`config.mk`:
```
export PLATFORM = sky130hd
export DESIGN_NAME = gray_roi_sequencer_flat
export DESIGN_NICKNAME = d
export VERILOG_FILES = /design/src/rtl/gray_roi_sequencer_if.sv /design/src/rtl/gray_roi_sequencer.sv /design/src/flat_wrapper.sv
export SDC_FILE = /design/constraint.sdc
export NUM_CORES = 1
export LEC_CHECK = 0
export ABC_AREA = 1
export BUFFER_PORTS_ARGS = -buffer_cell sky130_fd_sc_hd__buf_4
export CAP_MARGIN = 20
export CORE_ASPECT_RATIO = 0.6
export CORE_MARGIN = 1
export CORE_UTILIZATION = 35
export CTS_CLUSTER_SIZE = 10
export DETAILED_ROUTE_END_ITERATION = 8
export GPL_TIMING_DRIVEN = 0
export HOLD_SLACK_MARGIN = 0.05
export SYNTH_ARGS = -nofsm -noshare
export SYNTH_HDL_FRONTEND = slang
export SYNTH_SLANG_ARGS = --single-unit
```
`constraint.sdc`:
```
create_clock -name iCLK -period 2.15 [get_ports iCLK]
set_input_delay 0.645 -clock iCLK [delete_from_list [all_inputs] [get_ports iCLK]]
set_output_delay 0.645 -clock iCLK [all_outputs]
set_load 0.02 [all_outputs]
```
`src/rtl/gray_roi_sequencer_if.sv`:
```
// gray_roi_sequencer_if
//   Camera stream, ROI configuration handshake and converter-side outputs
//   of the gray ROI sequencer, bundled as one interface.
//   master : camera / config source (drives i*, observes o*)
//   slave  : sequencer (observes i*, drives o*)
//   Signals:
//     iFVAL, iDVAL, iPIX       camera frame valid, pixel valid, {R,G,B} pixel
//     iCFG_VALID, iCFG_X0/X1/Y0/Y1, oCFG_READY   ROI write handshake
//     oGRAY_DVAL, oPIX, oX, oY converter data-valid, pixel and coordinate
//     oSOF, oEOF, oFRAME_CNT, oERR   frame markers, good-frame count, error
interface gray_roi_sequencer_if #(
  parameter int CW = 11
);
  logic          iFVAL;
  logic          iDVAL;
  logic [29:0]   iPIX;
  logic          iCFG_VALID;
  logic [CW-1:0] iCFG_X0;
  logic [CW-1:0] iCFG_X1;
  logic [CW-1:0] iCFG_Y0;
  logic [CW-1:0] iCFG_Y1;
  logic          oCFG_READY;
  logic          oGRAY_DVAL;
  logic [29:0]   oPIX;
  logic [CW-1:0] oX;
  logic [CW-1:0] oY;
  logic          oSOF;
  logic          oEOF;
  logic [15:0]   oFRAME_CNT;
  logic          oERR;

  modport master (
    output iFVAL, iDVAL, iPIX, iCFG_VALID, iCFG_X0, iCFG_X1, iCFG_Y0, iCFG_Y1,
    input  oCFG_READY, oGRAY_DVAL, oPIX, oX, oY, oSOF, oEOF, oFRAME_CNT, oERR
  );

  modport slave (
    input  iFVAL, iDVAL, iPIX, iCFG_VALID, iCFG_X0, iCFG_X1, iCFG_Y0, iCFG_Y1,
    output oCFG_READY, oGRAY_DVAL, oPIX, oX, oY, oSOF, oEOF, oFRAME_CNT, oERR
  );
endinterface

```
`src/rtl/gray_roi_sequencer.sv`:
```
// gray_roi_sequencer
//   Tracks pixel coordinates of the camera stream, gates the RGB-to-gray
//   converter's data-valid to a programmable region of interest, and emits
//   SOF/EOF pulses, a good-frame counter and a sticky geometry-error flag.
//   ROI writes land in a shadow register and take effect at the next SOF.
//   Ports:
//     iCLK  system clock, rising edge
//     iRST  asynchronous active-low reset
//     bus   gray_roi_sequencer_if slave modport (stream, config, outputs)
//
//   state  | meaning
//   IDLE   | between frames, waiting for an iFVAL rising edge
//   FRAME  | inside a frame, counting and forwarding pixels
//   OVF    | frame exceeded its size, ignoring pixels until iFVAL falls
module gray_roi_sequencer #(
  parameter int H_ACTIVE = 640,
  parameter int V_ACTIVE = 480,
  parameter int CW       = 11
) (
  input  logic                     iCLK,
  input  logic                     iRST,
  gray_roi_sequencer_if.slave      bus
);

  localparam logic [1:0] S_IDLE  = 2'd0;
  localparam logic [1:0] S_FRAME = 2'd1;
  localparam logic [1:0] S_OVF   = 2'd2;

  localparam int            NPIX   = H_ACTIVE * V_ACTIVE;
  localparam int            PW     = $clog2(NPIX + 1);
  localparam logic [PW-1:0] NPIX_C = PW'(NPIX);
  localparam logic [CW-1:0] X_LAST = CW'(H_ACTIVE - 1);
  localparam logic [CW-1:0] Y_END  = CW'(V_ACTIVE);

  logic [1:0]    state_q, state_d;
  logic          fval_q, fval_d;
  logic [CW-1:0] x_q, x_d, y_q, y_d;
  logic [PW-1:0] cnt_q, cnt_d;
  logic [CW-1:0] x0_q, x0_d, x1_q, x1_d, y0_q, y0_d, y1_q, y1_d;
  logic [CW-1:0] sx0_q, sx0_d, sx1_q, sx1_d, sy0_q, sy0_d, sy1_q, sy1_d;
  logic          sh_full_q, sh_full_d;
  logic          gray_dval_q, gray_dval_d;
  logic [29:0]   pix_q, pix_d;
  logic [CW-1:0] ox_q, ox_d, oy_q, oy_d;
  logic          sof_q, sof_d, eof_q, eof_d;
  logic [15:0]   fcnt_q, fcnt_d;
  logic          err_q, err_d;

  logic          fval_rise, fval_fall;
  logic          take;
  logic [CW-1:0] px, py;
  logic [PW-1:0] cnt_base;

  assign fval_rise = bus.iFVAL & ~fval_q;
  assign fval_fall = ~bus.iFVAL & fval_q;

  always_comb begin
    state_d     = state_q;
    fval_d      = bus.iFVAL;
    x_d         = x_q;
    y_d         = y_q;
    cnt_d       = cnt_q;
    x0_d        = x0_q;
    x1_d        = x1_q;
    y0_d        = y0_q;
    y1_d        = y1_q;
    sx0_d       = sx0_q;
    sx1_d       = sx1_q;
    sy0_d       = sy0_q;
    sy1_d       = sy1_q;
    sh_full_d   = sh_full_q;
    gray_dval_d = 1'b0;
    pix_d       = pix_q;
    ox_d        = ox_q;
    oy_d        = oy_q;
    sof_d       = 1'b0;
    eof_d       = 1'b0;
    fcnt_d      = fcnt_q;
    err_d       = err_q;
    take        = 1'b0;
    px          = x_q;
    py          = y_q;
    cnt_base    = cnt_q;

    case (state_q)
      S_IDLE: begin
        if (fval_rise) begin
          if (sh_full_q) begin
            x0_d      = sx0_q;
            x1_d      = sx1_q;
            y0_d      = sy0_q;
            y1_d      = sy1_q;
            sh_full_d = 1'b0;
          end
          x_d     = '0;
          y_d     = '0;
          cnt_d   = '0;
          sof_d   = 1'b1;
          state_d = S_FRAME;
          // A pixel on the rising-edge cycle is (0,0) of the new frame.
          if (bus.iDVAL) begin
            take     = 1'b1;
            px       = '0;
            py       = '0;
            cnt_base = '0;
          end
        end
      end
      S_FRAME: begin
        if (fval_fall) begin
          if (cnt_q == NPIX_C) begin
            eof_d  = 1'b1;
            fcnt_d = fcnt_q + 16'd1;
          end else begin
            err_d = 1'b1;
          end
          state_d = S_IDLE;
        end else if (bus.iFVAL && bus.iDVAL) begin
          // Y already past the last line means this pixel is one too many.
          if (y_q == Y_END) begin
            err_d   = 1'b1;
            state_d = S_OVF;
          end else begin
            take = 1'b1;
          end
        end
      end
      S_OVF: begin
        if (fval_fall) state_d = S_IDLE;
      end
      default: state_d = S_IDLE;
    endcase

    if (take) begin
      pix_d = bus.iPIX;
      ox_d  = px;
      oy_d  = py;
      // Compare against the *_d bounds so a shadow applied this cycle
      // already governs pixel (0,0).
      gray_dval_d = (px >= x0_d) && (px <= x1_d) && (py >= y0_d) && (py <= y1_d);
      if (px == X_LAST) begin
        x_d = '0;
        y_d = py + CW'(1);
      end else begin
        x_d = px + CW'(1);
      end
      cnt_d = cnt_base + PW'(1);
    end

    // Shadow is only writable while empty, so this never collides with the
    // apply above (apply needs sh_full_q=1).
    if (bus.iCFG_VALID && !sh_full_q) begin
      sx0_d     = bus.iCFG_X0;
      sx1_d     = bus.iCFG_X1;
      sy0_d     = bus.iCFG_Y0;
      sy1_d     = bus.iCFG_Y1;
      sh_full_d = 1'b1;
    end
  end

  always_ff @(posedge iCLK or negedge iRST) begin
    if (!iRST) begin
      state_q     <= S_IDLE;
      fval_q      <= 1'b1;   // an iFVAL already high at release is not a frame start
      x_q         <= '0;
      y_q         <= '0;
      cnt_q       <= '0;
      x0_q        <= '0;
      x1_q        <= X_LAST;
      y0_q        <= '0;
      y1_q        <= CW'(V_ACTIVE - 1);
      sx0_q       <= '0;
      sx1_q       <= '0;
      sy0_q       <= '0;
      sy1_q       <= '0;
      sh_full_q   <= 1'b0;
      gray_dval_q <= 1'b0;
      pix_q       <= '0;
      ox_q        <= '0;
      oy_q        <= '0;
      sof_q       <= 1'b0;
      eof_q       <= 1'b0;
      fcnt_q      <= '0;
      err_q       <= 1'b0;
    end else begin
      state_q     <= state_d;
      fval_q      <= fval_d;
      x_q         <= x_d;
      y_q         <= y_d;
      cnt_q       <= cnt_d;
      x0_q        <= x0_d;
      x1_q        <= x1_d;
      y0_q        <= y0_d;
      y1_q        <= y1_d;
      sx0_q       <= sx0_d;
      sx1_q       <= sx1_d;
      sy0_q       <= sy0_d;
      sy1_q       <= sy1_d;
      sh_full_q   <= sh_full_d;
      gray_dval_q <= gray_dval_d;
      pix_q       <= pix_d;
      ox_q        <= ox_d;
      oy_q        <= oy_d;
      sof_q       <= sof_d;
      eof_q       <= eof_d;
      fcnt_q      <= fcnt_d;
      err_q       <= err_d;
    end
  end

  assign bus.oCFG_READY = ~sh_full_q;
  assign bus.oGRAY_DVAL = gray_dval_q;
  assign bus.oPIX       = pix_q;
  assign bus.oX         = ox_q;
  assign bus.oY         = oy_q;
  assign bus.oSOF       = sof_q;
  assign bus.oEOF       = eof_q;
  assign bus.oFRAME_CNT = fcnt_q;
  assign bus.oERR       = err_q;

endmodule

```
`src/flat_wrapper.sv`:
```
// flat-port wrapper written by rule: the top's interface ports become plain ports
module gray_roi_sequencer_flat 
#(
  parameter int H_ACTIVE = 640,
  parameter int V_ACTIVE = 480,
  parameter int CW       = 11
)
  (iCLK, iRST, bus_iFVAL, bus_iDVAL, bus_iPIX, bus_iCFG_VALID, bus_iCFG_X0, bus_iCFG_X1, bus_iCFG_Y0, bus_iCFG_Y1, bus_oCFG_READY, bus_oGRAY_DVAL, bus_oPIX, bus_oX, bus_oY, bus_oSOF, bus_oEOF, bus_oFRAME_CNT, bus_oERR);
  gray_roi_sequencer_if #(.CW(CW)) bus_i ();
  input  logic iCLK;
  input  logic iRST;
  input wire logic [$bits(bus_i.iFVAL)-1:0] bus_iFVAL;
  input wire logic [$bits(bus_i.iDVAL)-1:0] bus_iDVAL;
  input wire logic [$bits(bus_i.iPIX)-1:0] bus_iPIX;
  input wire logic [$bits(bus_i.iCFG_VALID)-1:0] bus_iCFG_VALID;
  input wire logic [$bits(bus_i.iCFG_X0)-1:0] bus_iCFG_X0;
  input wire logic [$bits(bus_i.iCFG_X1)-1:0] bus_iCFG_X1;
  input wire logic [$bits(bus_i.iCFG_Y0)-1:0] bus_iCFG_Y0;
  input wire logic [$bits(bus_i.iCFG_Y1)-1:0] bus_iCFG_Y1;
  output wire logic [$bits(bus_i.oCFG_READY)-1:0] bus_oCFG_READY;
  output wire logic [$bits(bus_i.oGRAY_DVAL)-1:0] bus_oGRAY_DVAL;
  output wire logic [$bits(bus_i.oPIX)-1:0] bus_oPIX;
  output wire logic [$bits(bus_i.oX)-1:0] bus_oX;
  output wire logic [$bits(bus_i.oY)-1:0] bus_oY;
  output wire logic [$bits(bus_i.oSOF)-1:0] bus_oSOF;
  output wire logic [$bits(bus_i.oEOF)-1:0] bus_oEOF;
  output wire logic [$bits(bus_i.oFRAME_CNT)-1:0] bus_oFRAME_CNT;
  output wire logic [$bits(bus_i.oERR)-1:0] bus_oERR;
  assign bus_i.iFVAL = bus_iFVAL;
  assign bus_i.iDVAL = bus_iDVAL;
  assign bus_i.iPIX = bus_iPIX;
  assign bus_i.iCFG_VALID = bus_iCFG_VALID;
  assign bus_i.iCFG_X0 = bus_iCFG_X0;
  assign bus_i.iCFG_X1 = bus_iCFG_X1;
  assign bus_i.iCFG_Y0 = bus_iCFG_Y0;
  assign bus_i.iCFG_Y1 = bus_iCFG_Y1;
  assign bus_oCFG_READY = bus_i.oCFG_READY;
  assign bus_oGRAY_DVAL = bus_i.oGRAY_DVAL;
  assign bus_oPIX = bus_i.oPIX;
  assign bus_oX = bus_i.oX;
  assign bus_oY = bus_i.oY;
  assign bus_oSOF = bus_i.oSOF;
  assign bus_oEOF = bus_i.oEOF;
  assign bus_oFRAME_CNT = bus_i.oFRAME_CNT;
  assign bus_oERR = bus_i.oERR;
  gray_roi_sequencer #(.H_ACTIVE(H_ACTIVE), .V_ACTIVE(V_ACTIVE), .CW(CW)) u_core (.iCLK(iCLK), .iRST(iRST), .bus(bus_i));
endmodule
```
==> impl_results.md, run 1 <==
* Slew headroom at 48.8%
* Largest net degree at the start of global routing at 113
* Dpl cell area at 0.0123 mm^2
* Share of cells above drive strength 1 at 31.2%
* Fin crit period at 2.41 ns
* Row cnt at 48
* WP data arrival at 2.86 ns
* Dpl hpwl at 21500 um
* Worst hold margin at 0.144 ns
* Clk slew on worst S/H paths at 0.06 ns
* Longest Clk Path Bufs at 3
* Initial DRC count at 856
* Final setup TNS at -5.45 ns
* Crit path buffers/inverters at 7
* Worst-Skew Late Latency at 0.53 ns
* Layout Utilization at 48.2%
* Vias in the first global route at 8758
* Reg power frac at 39.1%
* Max FFs per register at 30
* Setup Viol. Count Final at 27
* Final net count at 1593
* Critical Path, Cell by Cell: nor2_4 -> nand2_4 -> buf_6 -> nor2_8 -> buf_8 -> buf_12 -> buf_6 -> nor2_4 -> ha_4 -> nand4_1 -> buf_6 -> nor2_4 -> buf_4 -> buf_4 -> nor2_1 -> o22ai_1
* DRC viols at 0
* Gate count of the mapped netlist at 1242
* Total gr overflow at 0
* Port Buffer Count at 151
* Hold Path Class: primary input to async pin
* Sw frac at 35.5%
* Num CTS Buffers at 24
* Pwr dens at 1060 mW/mm^2
* DIE AREA at 0.0308 mm^2
* VDD IR max at 0.579 mV
* Post-DR wirelength/cell at 16.3 um
* Gate power share at 35.7%
* CP max-delay cell: dfstp_2
* Max-cap violations at 0
* Gr usage total at 20.1%
* Failing checks: setup timing
* Required time of the critical path at 2.60 ns
* Clock power frac at 25.3%
* Delay-heaviest family, CP: buffers and inverters
* Area delta synth->final at 33.6%
* CP Class: register to register
* Post-Syn Nets at 1369
* Vias at 9212
* P_leak at 7.02 nW
* Startpoint types: register
* Crit end category: register
* Switching pwr at 0.00529 W
* GP Congestion at 0.887
* H-tree depth at 1
* Clk_skew at 0.0117 ns
* Post-Syn Area at 0.0105 mm^2
* Drt total wl at 30700 um
* Crit path max fanout at 5
* Status: finished with violations
* Final Hold Viols at 0
* Die height at 136 um
* First-pass GRT wire length at 48300 um
* RSZ-0062 raised after global routing: yes
* Core area at 0.0292 mm^2
* DR pass1 iterations at 5
* Io pins at 152
* DRT antenna net count at 0
* Cell Int Power at 0.00961 W
* Post-synth ARST share at 100%
* Initial antenna violation count at 0
* Max Freq at 0.415 GHz
* Initial Util at 36.1%
* Slowest stage delay, CP at 0.56 ns
* Ys Warns at 0
* CTS tree: built
* Post-route cell area at 0.0141 mm^2
* Seq/Total Area, Yosys at 48.9%
* Final WS setup at -0.262 ns
* Synth unique cells at 42
* Ys flop type: dfrtp_1
* Period utilization at 112%
* Die Wd at 226 um
* Syn Area/Cell at 8.49 um^2
* Worst Tran Pin Value at 0.768 ns
* Antenna Cells at 0
* Post-Place Setup Slack at -0.968 ns
* Vias per inst at 4.89
* Clk root buf: clkbuf_16
* Post-synth EDFFs at 0
* FF+latch count, synth at 205
* Fin. max-slew vios at 0
* Clk sinks at 205
## routing by layer
metal | share of wire, % | vias to the layer above | GRT usage, %
li1 | - | 4465 | -
met2 | 40 | 310 | 27.7
met1 | 51 | 4396 | 31.7
met4 | 1.5 | 0 | 3.60
met5 | 0 | - | 0
met3 | 7.6 | 41 | 4.52
## worst paths after layout
path                                          start                  end  slack (ns)  depth (start not counted)
worst max-delay path                  u_core.fval_q      u_core.cnt_q[8]       -0.26                         16
worst min-delay path                           iRST      u_core.sy0_q[6]        0.14                          1
worst max register to register        u_core.fval_q      u_core.cnt_q[8]       -0.26                         16
worst min register to register  u_core.bus.oPIX[29]  u_core.bus.oPIX[29]        0.47                          2
max in group asynchronous                      iRST      u_core.cnt_q[5]        0.95                          2
min in group iCLK                         bus_iFVAL        u_core.fval_q        0.28                          1
## worst register-to-register path, delay by kind of cell (launching register included)
| kind | cells | cell delay, ns |
|---|---|---|
| compound gates | 1 | 0.16 |
| fa+ha+maj | 1 | 0.14 |
| buf+inv | 7 | 0.92 |
| flops | 1 | 0.56 |
| simple gates | 7 | 0.56 |
## power groups by stage
| stage | clock [W] | combinational, W | sequential [W] |
|---|---|---|---|
| after CTS | 0.00388 | 0.00496 | 0.00580 |
| final | 0.00377 | 0.00531 | 0.00582 |
| after global placement | 0 | 0.00431 | 0.00578 |
| after global routing | 0.00406 | 0.00587 | 0.00595 |
| after detailed placement | 0 | 0.00443 | 0.00580 |
| after floorplan | 0 | 0.00255 | 0.00600 |
## stage by stage
| step | instances | total power (W) |
|---|---|---|
| after global placement | 1793 | 0.0101 |
| final | 1884 | 0.0149 |
| after detailed placement | 1794 | 0.0102 |
| after CTS | 1876 | 0.0146 |
| after global routing | 1884 | 0.0159 |
| after floorplan | 1242 | 0.00855 |
## cell usage after synthesis, types with 2 or more instances
master	number	area, um^2
buf_1	3	11.3
buf_4	2	15.0
o21a_1	3	22.5
xor2_1	15	131
o21bai_1	2	15.0
nand4_1	25	156
o21ai_1	13	65.1
o22ai_1	9	56.3
mux2_2	48	541
nor4_1	6	37.5
nor2_2	3	18.8
and3_1	2	12.5
dfrtp_1	188	4700
inv_2	2	7.51
nor3_1	11	55.1
dfstp_2	17	447
clkbuf_1	14	52.6
nand3_4	2	35.0
nand3_1	94	470
nor2_1	72	270
buf_6	2	22.5
xnor2_1	8	70.1
nand2_1	352	1320
nor2_4	6	67.6
a21oi_1	22	110
ha_1	48	601
buf_2	20	100
inv_1	159	597
o21ai_0	81	405
## layout by cell type (no fill, tap or decap), drive strengths merged, types with 17 or more instances in the layout
cell type	n
dfrtp	188
nand2	354
mux2	48
ha	48
inv	161
nand3	97
a21oi	22
dfstp	17
o21ai	94
nor2	82
clkbuf	63
nand4	25
buf	219
## cells by family (layout without fill, tap and decap cells)
family	count (synthesis)	count (layout)	share of synthesized area, %
compound gates	133	133	6.62
mux	48	48	5.13
fa+ha+maj	48	48	5.70
flops	205	205	48.9
simple gates	583	583	24.1
xor+xnor	23	23	1.91
buf+inv	202	444	7.65
## timing repair
item / in CTS / in global routing
cloned: 3 / 2
setup buffers: 35 / 7
pin swaps: 48 / 48
gates resized for setup: 114 / 111
setup endpoints to repair: 41 / 116
hold buffers: 0 / 0
## layout make-up
cell class                 instances  area [um^2]
inverter                         161          627
buffer                            41          363
timing repair buffer             198         1620
clock buffer                      44          697
multi-input combinational        835         5120
tap                              400          500
fill                            2835        15100
sequential                       205         5150
Power figures use the tool's default switching activity.
==> run 2, diff against run 1 <==
CORE_ASPECT_RATIO = 1.75   (was 0.6)
CORE_UTILIZATION = 50   (was 35)
PLACE_DENSITY = 0.74   (was unset)
==> run 2 against run 1 <==
Effect of this change: the flow finishes with violations (DRC, setup timing); total power shrank 2.9%; worst setup slack lost 0.080 ns; maximum frequency shrank 3.2%; clock skew grew 0.0018 ns; utilization grew 18 points; final area shrank 3.3%; via count grew 1.0%; hold slack lost 0.044 ns; count of clock-buffer cells in the layout shrank 1; final cell count shrank 8.8%; register-to-register slack lost 0.08 ns; critical path type unchanged.
==> impl_results.md, run 2 (synthesized netlist as in run 1, its figures left out) <==
* Status: finished with violations (unchanged)
* Max FFs per register at 30 (unchanged)
* Dpl hpwl at 19600 um (was 21500 um)
* Layout Utilization at 66.6% (was 48.2%)
* Most frequent cells in the layout: 326 x nand2_1, 188 x dfrtp_1, 173 x buf_4 (was 322 x nand2_1, 186 x dfrtp_1, 182 x buf_4)
* Final setup TNS at -5.28 ns (was -5.45 ns)
* Most common cell after layout, fill and taps aside: nand2_1 (unchanged)
* First-pass GRT wire length at 45600 um (was 48300 um)
* DIE AREA at 0.0217 mm^2 (was 0.0308 mm^2)
* Initial antenna violation count at 0 (unchanged)
* Num CTS Buffers at 24 (unchanged)
* Vias at 9304 (was 9212)
* Row cnt at 69 (was 48)
* Longest Clk Path Bufs at 3 (unchanged)
* Pwr Total at 0.0145 W (was 0.0149 W)
* WP data arrival at 2.93 ns (was 2.86 ns)
* Core area at 0.0205 mm^2 (was 0.0292 mm^2)
* Fin crit period at 2.49 ns (was 2.41 ns)
* DRC viols at 7 (was 0)
* Clk root buf: clkbuf_16 (unchanged)
* Crit end category: register (unchanged)
* Final WS setup at -0.342 ns (was -0.262 ns)
* Hold Path Class: primary input to async pin (unchanged)
* Crit path max fanout at 5 (unchanged)
* Max Freq at 0.401 GHz (was 0.415 GHz)
* Worst R2R Path Depth at 13 (was 16)
* Slew headroom at 43.6% (was 48.8%)
* H-tree depth at 1 (unchanged)
* Failing checks: DRC, setup timing (was setup timing)
* Worst-Skew Late Latency at 0.52 ns (was 0.53 ns)
* Die Wd at 112 um (was 226 um)
* DR pass1 iterations at 7 (was 5)
* Share of cells above drive strength 1 at 28.3% (was 31.2%)
* Pwr dens at 1060 mW/mm^2 (about the same)
* Fin. max-slew vios at 0 (unchanged)
* Period utilization at 116% (was 112%)
* Clk_skew at 0.0135 ns (was 0.0117 ns)
* Total gr overflow at 0 (unchanged)
* Final Hold Viols at 0 (unchanged)
* Largest net degree at the start of global routing at 125 (was 113)
* Post-DR wirelength/cell at 16.5 um (was 16.3 um)
* Area delta synth->final at 29.3% (was 33.6%)
* Hold_buf cts at 0 (unchanged)
* DRT antenna net count at 0 (unchanged)
* Post-Place Setup Slack at -0.890 ns (was -0.968 ns)
* GP Congestion at 0.940 (was 0.887)
* RSZ-0062 raised after global routing: yes (unchanged)
* Port Buffer Count at 151 (unchanged)
* Final net count at 1580 (was 1593)
* Gr usage total at 26.4% (was 20.1%)
* Vias per inst at 5.41 (was 4.89)
* Met3 usage at 3.16% (was 4.52%)
* Antenna Cells at 0 (unchanged)
* Global routing's busiest layer: met2 (was met1)
* Required time of the critical path at 2.58 ns (was 2.60 ns)
* CTS tree: built (unchanged)
* Startpoint types: register (unchanged)
* Worst Tran Pin Value at 0.846 ns (was 0.768 ns)
* Io pins at 152 (unchanged)
* Drt total wl at 28400 um (was 30700 um)
* Setup Viol. Count Final at 30 (was 27)
* Post-route cell area at 0.0136 mm^2 (was 0.0141 mm^2)
* VDD IR max at 0.858 mV (was 0.579 mV)
* Filler cell count at 1672 (was 2835)
* P_leak at 6.91 nW (was 7.02 nW)
* Clk sinks at 205 (unchanged)
* Clk slew on worst S/H paths at 0.06 ns (about the same)
* Max-cap violations at 0 (unchanged)
* M2 GR Usage at 48.9% (was 27.7%)
* Initial DRC count at 511 (was 856)
* CP Class: register to register (unchanged)
* GR Util met1 at 28.6% (was 31.7%)
* Dpl cell area at 0.0121 mm^2 (was 0.0123 mm^2)
* Die height at 194 um (was 136 um)
* Vias in the first global route at 9232 (was 8758)
* Initial Util at 51.5% (was 36.1%)
==> run 2: area by class of cell <==
| cell class | count | area, um^2 | share of cell area [%] |
|---|---|---|---|
| buffer | 41 | 329 | 2.42 |
| clock buffer | 43 | 703 | 5.16 |
| clock inverter | 1 | 5.00 | 0.0367 |
| inverter | 161 | 626 | 4.59 |
| multi-input combinational | 835 | 4980 | 36.5 |
| sequential | 205 | 5150 | 37.8 |
| tap | 248 | 310 | 2.28 |
| timing repair buffer | 185 | 1520 | 11.2 |
==> run 2: timing repair <==
item | 4_1_cts | 5_1_grt
setup endpoints to repair | 29 | 96
pin swaps | 37 | 48
resized for setup | 81 | 81
setup buffers | 30 | 5
cloned | 2 | 1
==> run 2: through the flow <==
| stage | instances | hold WS (ns) |
|---|---|---|
| after global routing | 1719 | 0.149 |
| after detailed placement | 1642 | 0.459 |
| after global placement | 1641 | 0.454 |
| after floorplan | 1242 | 0.349 |
| after CTS | 1717 | 0.138 |
| final | 1719 | 0.100 |
==> run 2: report_power, final <==
part	switching, W	leakage (nW)	internal (W)
Clock	0.00154	0.339	0.00219
Combinational	0.00284	4.01	0.00211
Sequential	0.000640	2.56	0.00516
==> run 2: per-layer routing <==
metal / share of wire, % / up-vias
li1: - / 4445
met1: 37 / 4455
met2: 53 / 294
met3: 4.2 / 110
met4: 5.5 / 0
met5: 0 / -
==> run 2: worst paths after layout <==
kind	from	to	slack, ns
max in group asynchronous	iRST	u_core.bus.oPIX[17]	0.96
min in group iCLK	bus_iFVAL	u_core.fval_q	0.30
setup / recovery	u_core.state_q[1]	u_core.bus.oGRAY_DVAL	-0.34
hold reg to reg	u_core.bus.oY[5]	u_core.bus.oY[5]	0.47
hold / removal	iRST	u_core.bus.oFRAME_CNT[5]	0.1
setup reg to reg	u_core.state_q[1]	u_core.bus.oGRAY_DVAL	-0.34
==> run 2: worst max-delay path: stages (launching register included) <==
cell and delay [ns]:
dfrtp_1 0.41, nor2_4 0.19, nand2_4 0.10, inv_4 0.09
nand2_8 0.07, buf_8 0.15, mux2_4 0.33, ha_4 0.27
nand2_2 0.05, nor3_2 0.17, nand3_1 0.09, nand4_1 0.15
nand3_2 0.13, nor3b_4 0.20
